$ cat config.mk
export PLATFORM = sky130hd
export DESIGN_NAME = led_panel_driver
export DESIGN_NICKNAME = d
export VERILOG_FILES = /design/src/rtl/led_panel_driver.sv
export SDC_FILE = /design/constraint.sdc
export NUM_CORES = 1
export LEC_CHECK = 0
export CORE_MARGIN = 4
export CORE_UTILIZATION = 52
export CTS_BUF_LIST = sky130_fd_sc_hd__clkbuf_4 sky130_fd_sc_hd__clkbuf_8 sky130_fd_sc_hd__clkbuf_16
export CTS_CLUSTER_DIAMETER = 40
export DETAILED_ROUTE_END_ITERATION = 10
export PLACE_DENSITY = 0.82
export SLEW_MARGIN = 10
export SYNTH_ARGS = -nofsm -noshare
export SYNTH_HDL_FRONTEND = slang
export SYNTH_SLANG_ARGS = --single-unit
export TNS_END_PERCENT = 10
$ cat constraint.sdc
create_clock -name clock -period 2.1 [get_ports clock]
set_clock_uncertainty 0.15 [all_clocks]
set_input_delay 0.42 -clock clock [delete_from_list [all_inputs] [get_ports clock]]
set_output_delay 0.42 -clock clock [all_outputs]
set_load 0.02 [all_outputs]
$ cat src/rtl/led_panel_driver.sv
// Front-panel LED driver: picks the cylon pattern, live status with stretched
// event flashes, or lamp test, then applies global PWM dimming on a registered output.
// The event-pulse input is named event_pulse because "event" is a SystemVerilog keyword.
module led_panel_driver #(
   parameter int PWMPRE         = 4,
   parameter int STRPRE         = 20,
   parameter int STRLEN         = 3,
   parameter int DBNC           = 4,
   parameter bit LED_ACTIVE_LOW = 1'b1
) (
   input  logic       clock,
   input  logic       reset_n,
   input  logic [7:0] cylon_q,
   input  logic [7:0] status,
   input  logic       status_vld,
   input  logic [7:0] event_pulse,
   input  logic       lamp_test,
   input  logic [2:0] bright,
   output logic [7:0] led,
   output logic [1:0] mode
);

   typedef enum logic [1:0] {
      BOOT = 2'd0,
      RUN  = 2'd1,
      LAMP = 2'd2
   } state_t;

   localparam logic [7:0] LED_OFF = LED_ACTIVE_LOW ? 8'hFF : 8'h00;

   state_t            state;
   state_t            state_next;
   logic [3:0]        dbcnt;
   logic              vld_db;
   logic [STRPRE-1:0] strcnt;
   logic              tick;
   logic [2:0]        scnt [8];
   logic [7:0]        flash;
   logic              pwm_step;
   logic [2:0]        pwm;
   logic              on;
   logic [7:0]        pattern;
   logic              lit;
   logic [7:0]        led_next;

   // vld_db only follows status_vld after DBNC consecutive disagreeing clocks
   always_ff @(posedge clock or negedge reset_n) begin
      if (!reset_n) begin
         dbcnt  <= 4'd0;
         vld_db <= 1'b0;
      end else if (status_vld == vld_db) begin
         dbcnt <= 4'd0;
      end else if (dbcnt == 4'(DBNC - 1)) begin
         vld_db <= ~vld_db;
         dbcnt  <= 4'd0;
      end else begin
         dbcnt <= dbcnt + 4'd1;
      end
   end

   always_ff @(posedge clock or negedge reset_n) begin
      if (!reset_n) begin
         state <= BOOT;
      end else begin
         state <= state_next;
      end
   end

   // Lamp test overrides everything; otherwise the debounced valid picks RUN vs BOOT
   always_comb begin
      state_next = state;
      if (lamp_test) begin
         state_next = LAMP;
      end else begin
         case (state)
            LAMP:    state_next = vld_db ? RUN : BOOT;
            BOOT:    if (vld_db) state_next = RUN;
            RUN:     if (!vld_db) state_next = BOOT;
            default: state_next = BOOT;
         endcase
      end
   end

   assign mode = state;

   always_ff @(posedge clock or negedge reset_n) begin
      if (!reset_n) begin
         strcnt <= '0;
      end else begin
         strcnt <= strcnt + STRPRE'(1);
      end
   end

   assign tick = &strcnt;

   // A fresh event always restarts the full stretch, even on a tick clock
   always_ff @(posedge clock or negedge reset_n) begin
      if (!reset_n) begin
         for (int i = 0; i < 8; i++) begin
            scnt[i] <= 3'd0;
         end
      end else begin
         for (int i = 0; i < 8; i++) begin
            if (event_pulse[i]) begin
               scnt[i] <= 3'(STRLEN);
            end else if (tick && (scnt[i] != 3'd0)) begin
               scnt[i] <= scnt[i] - 3'd1;
            end
         end
      end
   end

   always_comb begin
      flash = 8'h00;
      for (int i = 0; i < 8; i++) begin
         flash[i] = (scnt[i] != 3'd0);
      end
   end

   generate
      if (PWMPRE == 0) begin : g_nopre
         assign pwm_step = 1'b1;
      end else begin : g_pre
         logic [PWMPRE-1:0] pscnt;
         always_ff @(posedge clock or negedge reset_n) begin
            if (!reset_n) begin
               pscnt <= '0;
            end else begin
               pscnt <= pscnt + PWMPRE'(1);
            end
         end
         assign pwm_step = &pscnt;
      end
   endgenerate

   always_ff @(posedge clock or negedge reset_n) begin
      if (!reset_n) begin
         pwm <= 3'd0;
      end else if (pwm_step) begin
         pwm <= pwm + 3'd1;
      end
   end

   assign on = (pwm <= bright);

   always_comb begin
      pattern = cylon_q;
      lit     = on;
      case (state)
         BOOT: pattern = cylon_q;
         RUN:  pattern = status ^ flash;
         LAMP: begin
            pattern = 8'hFF;
            lit     = 1'b1;
         end
         default: pattern = cylon_q;
      endcase
      led_next = pattern & {8{lit}};
   end

   always_ff @(posedge clock or negedge reset_n) begin
      if (!reset_n) begin
         led <= LED_OFF;
      end else begin
         led <= LED_ACTIVE_LOW ? ~led_next : led_next;
      end
   end

endmodule

---- Word level (Yosys, flattened, before mapping) ----
Index checks and enable logic that the tools add are counted.
storage, ports and cells
  input port bits ......................... 31
  bits in registers ....................... 66
  output and inout bits ................... 10
  logic and storage cells ................. 93
operators by class
  add/subtract/negate cells ............... 12
  equality and inequality tests ........... 6
  bitwise gates (word level) .............. 5
  reduce and logical (&&, ||, !) cells .... 29
  order comparisons ....................... 1
  mux-type cells .......................... 25
operators with widths
  operator               count
  $mux 3                 16
  $reduce_bool 3->1      8
  $sub 3x1->3 const B    8
  $add 20x1->20 const B  1
  $reduce_and 20->1      1
  $pmux 8 s2             1
  $reduce_bool 2->1      8
  $add 4x1->4 const B    2
  $and 8x8->8            1
  $logic_and 1x1->1      8
  $mux 4                 2
  $not 8->8              1
  $xor 8x8->8            1
  $mux 2                 3
  $ne 3x3->1 const B     2
  $pmux 2 s3             1
  $eq 4x2->1 const B     1
  $reduce_and 2->1       2
  $reduce_and 4->1       1
  $add 3x1->3 const B    1
  $le 3x3->1             1
  $eq 2x1->1 const B     1
  $eq 2x2->1 const B     1
  $logic_not 2->1        1
  3 further kinds        5

---- Longest topological paths before layout ----
Gate-level depths: netlist (run 1).
  depth in word-level cells ............... 5
  depth in mapped cells ................... 7
  gate-level depth less buffers ........... 6

---- Least setup slack after synthesis (run 1) ----
No wires, ideal clock.
  path kind ............................... register to register
  start point ............................. register strcnt[0]
  end point ............................... register scnt[21] (netlist name)
  path buffers ............................ 2
  cell stages (with the launch flop) ...... 8
  arrival time ............................ 1714 ps
  setup time .............................. 79 ps
  slack ................................... 157 ps
  period minus slack after synthesis ...... 1943 ps
  required time ........................... 1871 ps
  path through ............................ dfrtp_1 ha_1 nand3_1 or3_1 buf_2 buf_2 nor3_2 mux2i_1
between the ends
  cells in the longest elaborated chain, start to end .. 3
ends and longest elaborated chain
  element                          line  RTL
  from (decl)                      35    logic [STRPRE-1:0] strcnt;
  from (signal assigned)           90    strcnt <= strcnt + STRPRE'(1);
  $reduce_and 20->1                94    assign tick = &strcnt;
  $logic_and 1x1->1                106   end else if (tick && (scnt[i] != 3'd0)) begin
  $reduce_bool 2->1 (no line)      n/a
  to (signal, indexed assignment)  105   scnt[i] <= 3'(STRLEN);
  to (signal, indexed assignment)  107   scnt[i] <= scnt[i] - 3'd1;
  to (decl)                        37    logic [2:0] scnt [8];
Every way passes these cells.
A chain may end at the register's enable or synchronous reset.

---- Final worst setup path (run 1) ----
  start point ............................. register led[4]
  end point ............................... output led[4]
RTL lines
  element                 line  RTL
  from (decl)             19    output logic [7:0] led,
  from (signal assigned)  165   led <= LED_ACTIVE_LOW ? ~led_next : led_next;
No word-level cell between the ends.

==> out/results.ini, run 1 <==
[clock_tree]
clk_latency_ps = 350
clock-sinks = 66
clk_path_buf_depth = 2
cts_tree = yes
path_clk_slew_ps = 70
h-tree-depth = 3
cts_buffers = 9
root_buffer = clkbuf_8

[run_status]
status = completed

[route]
viasPerCell = 5.38
num_vias = 2563
drt-total-wl_um = 6870
drc = 0
firstDrtPassIters = 4
wl_per_cell_um = 14.4
drt_iter0_drc = 107
antenna_left = 0

[sta]
hold_viol_final = 0
fin_crit_sh = 0.974
fmax_mhz = 489
tightest_slew_ps = 548
min_period_ps = 2050
rsz0062_at_grt = true
setup_violations = 0
slew_violations = 0
slew_headroom = 0.634

[setup_path]
cp_cell_sequence = clkdlybuf4s50_1
reg2reg_from = strcnt[0]
path_buf_inv = 1
required_ps = 1530
max_stage_delay_ps = 600
arrival_ps = 1480
cp_max_fo = 1
ff2ff_setup_slack_ps = 80
r2r_end = scnt[11]
cp_top_family = buffers and inverters
worstSetupStartpointType = flop
cp-end-kind = output pin
r2r.worst_path.cells = 6
slowest_stage = clkdlybuf4s50_1
critical_path_class = reg -> out

[finish]
fin_util = 0.669
drive_gt1_frac = 0.123
final_area_um2 = 4300
syn_to_final_growth_pct = 24.1
fin_nets = 451
diodes = 0

[pwr]
p_per_area_nw_per_um2 = 782
swShare = 0.265
power_leakage_nw = 2.05
power.total_mw = 3.36
comb_power_share = 0.201
power_frac_clock = 0.357
p_switching_uw = 892
peakVddDrop_v = 0.000380
p_seq_frac = 0.442
p_int_mw = 2.47

[global_route]
grt_pass1_wl_um = 11700
grt_start_max_net_pins = 43
track_usage = 0.192
grt_pass1_vias = 2740
grt.overflow.total = 0
antenna_found_initial = 0

[die]
die_w_um = 89.6
initial_core_util = 0.539
die_h_um = 89.6
coreArea_um2 = 6420
row_count = 29
io_pins = 41
dieArea_um2 = 8030

[placement]
place_area_um2 = 4020
gp_congestion = 0.761
hpwl_um = 4940
port_buffers = 40

[logic_synthesis]
ys_seq_area_frac = 0.480
yosys_warnings = 0
ys_seq_elements = 66
avgSynthCellArea_um2 = 10.2
syn-cell-area_um2 = 3460
synth_fp_nets = 396
synth_cell_type_count = 36
synth_cells = 339

[run]
cap_viol_max_count = 0

[worst_hold_path]
holdPathStages = 1
hold_class = reg -> reg
worstHoldStart = g_pre.pscnt[0]
holdPathEnd = g_pre.pscnt[0]

==> stage by stage <==
step / std cells / setup WS [ps] / hold WS (ps) / TNS, ps
after CTS: 476 / 29.0 / 302 / 0
after global routing: 476 / -27.1 / 314 / -53.9
after global placement: 457 / -225 / 282 / -1800
final: 476 / 54.3 / 299 / 0
after floorplan: 339 / 157 / -25.6 / 0
after detailed placement: 457 / -289 / 281 / -2180
==> logic make-up (layout without fill, tap and decap cells) <==
| kind of cell | count (synthesis) | after routing | synth area share |
|---|---|---|---|
| compound gates | 43 | 43 | 0.0686 |
| xor+xnor | 32 | 32 | 0.0809 |
| fa+ha+maj | 26 | 26 | 0.0939 |
| buf+inv | 40 | 100 | 0.0448 |
| flops | 66 | 66 | 0.480 |
| mux | 13 | 13 | 0.0383 |
| simple gates | 119 | 119 | 0.194 |
==> state kept, by name, summed over array words and instances, names as in the netlist <==
name,flops
scnt,24
strcnt,20
led,8
dbcnt,4
g_pre.pscnt,4
pwm,3
mode,2
vld_db,1
==> Yosys cell counts, drive strengths merged <==
master | count | area share
nand4 | 13 | 0.025
o21a | 2 | 0.0043
and4 | 4 | 0.010
nand3 | 9 | 0.013
inv | 31 | 0.034
a221oi | 1 | 0.0025
or4 | 4 | 0.0087
and2 | 1 | 0.0018
nor2b | 15 | 0.027
a21oi | 23 | 0.033
buf | 4 | 0.0058
nor3b | 1 | 0.0022
ha | 26 | 0.094
o21bai | 1 | 0.0022
dfstp | 8 | 0.061
xor2 | 7 | 0.018
o31ai | 4 | 0.0087
nor3 | 8 | 0.013
o21ai | 11 | 0.016
nand3b | 1 | 0.0022
dfrtp | 58 | 0.42
and4b | 3 | 0.0087
mux2 | 2 | 0.0065
nor2 | 29 | 0.031
nand2b | 3 | 0.0054
mux2i | 11 | 0.032
xnor2 | 25 | 0.063
and3 | 9 | 0.016
nand2 | 8 | 0.0087
nor4 | 1 | 0.0018
a31oi | 1 | 0.0018
or3 | 9 | 0.016
or2 | 1 | 0.0018
clkbuf | 5 | 0.0054
==> area by class of cell <==
class	count	area, µm²
Clock inverter	6	90.1
Inverter	31	116
Timing Repair Buffer	53	520
Tap cell	77	96.3
Sequential cell	66	1660
Fill cell	486	2120
Clock buffer	10	138
Multi-Input combinational cell	233	1680
==> worst max-delay path by stage <==
stage	endpoint	slack, ps	start	cells after the start
after floorplan	scnt[21]	160	strcnt[0]	7
after global placement	led[6]	-230	bright[1]	7
after detailed placement	led[3]	-290	bright[1]	7
after CTS	scnt[11]	30	strcnt[1]	6
after global routing	scnt[10]	-30	strcnt[12]	4
final	led[4]	50	led[4]	1
==> layer usage <==
| metal | track usage | up-vias | share of wire |
|---|---|---|---|
| met5 | 0 | - | 0 |
| met4 | 0.0947 | 0 | 0.021 |
| met3 | 0.0365 | 12 | 0.052 |
| met2 | 0.343 | 52 | 0.50 |
| met1 | 0.218 | 1231 | 0.43 |
| li1 | - | 1268 | - |
==> cells in the final DEF, fill, tap and decap left out, drive strengths merged, types with 8 or more instances in the layout <==
master,instances
dfrtp,58
clkdlybuf4s50,39
inv,31
nor2,29
ha,26
xnor2,25
a21oi,23
nor2b,15
nand4,13
buf,13
o21ai,11
mux2i,11
clkbuf,10
and3,9
nand3,9
or3,9
nand2,8
dfstp,8
nor3,8
==> power by group through the flow <==
stage / Clock (mW) / Combinational [mW] / Sequential (mW)
global route: 1.29 / 0.742 / 1.50
CTS: 1.23 / 0.679 / 1.49
global placement: 0 / 0.657 / 1.50
floorplan: 0 / 0.246 / 1.63
finish: 1.20 / 0.674 / 1.49
detailed placement: 0 / 0.671 / 1.51
==> repair_timing <==
action | CTS | global route
resized for setup | 0 | 7
pin swaps | 1 | 1
hold endpoints to repair | 16 | 0
setup endpoints to repair | 3 | 12
hold buffers | 1 | 0
buffers inserted | 2 | 0
(Power assumes the default switching activity.)
==> inputs of run 2 (changes only) <==
--- a/config.mk
+++ b/config.mk
@@ -10,6 +10,7 @@
 export CTS_BUF_LIST = sky130_fd_sc_hd__clkbuf_4 sky130_fd_sc_hd__clkbuf_8 sky130_fd_sc_hd__clkbuf_16
 export CTS_CLUSTER_DIAMETER = 40
 export DETAILED_ROUTE_END_ITERATION = 10
+export HOLD_SLACK_MARGIN = 0.06
 export PLACE_DENSITY = 0.82
 export SLEW_MARGIN = 10
 export SYNTH_ARGS = -nofsm -noshare
==> results of run 2 <==
Final layout, timing and power as in run 1 (identical DEF).
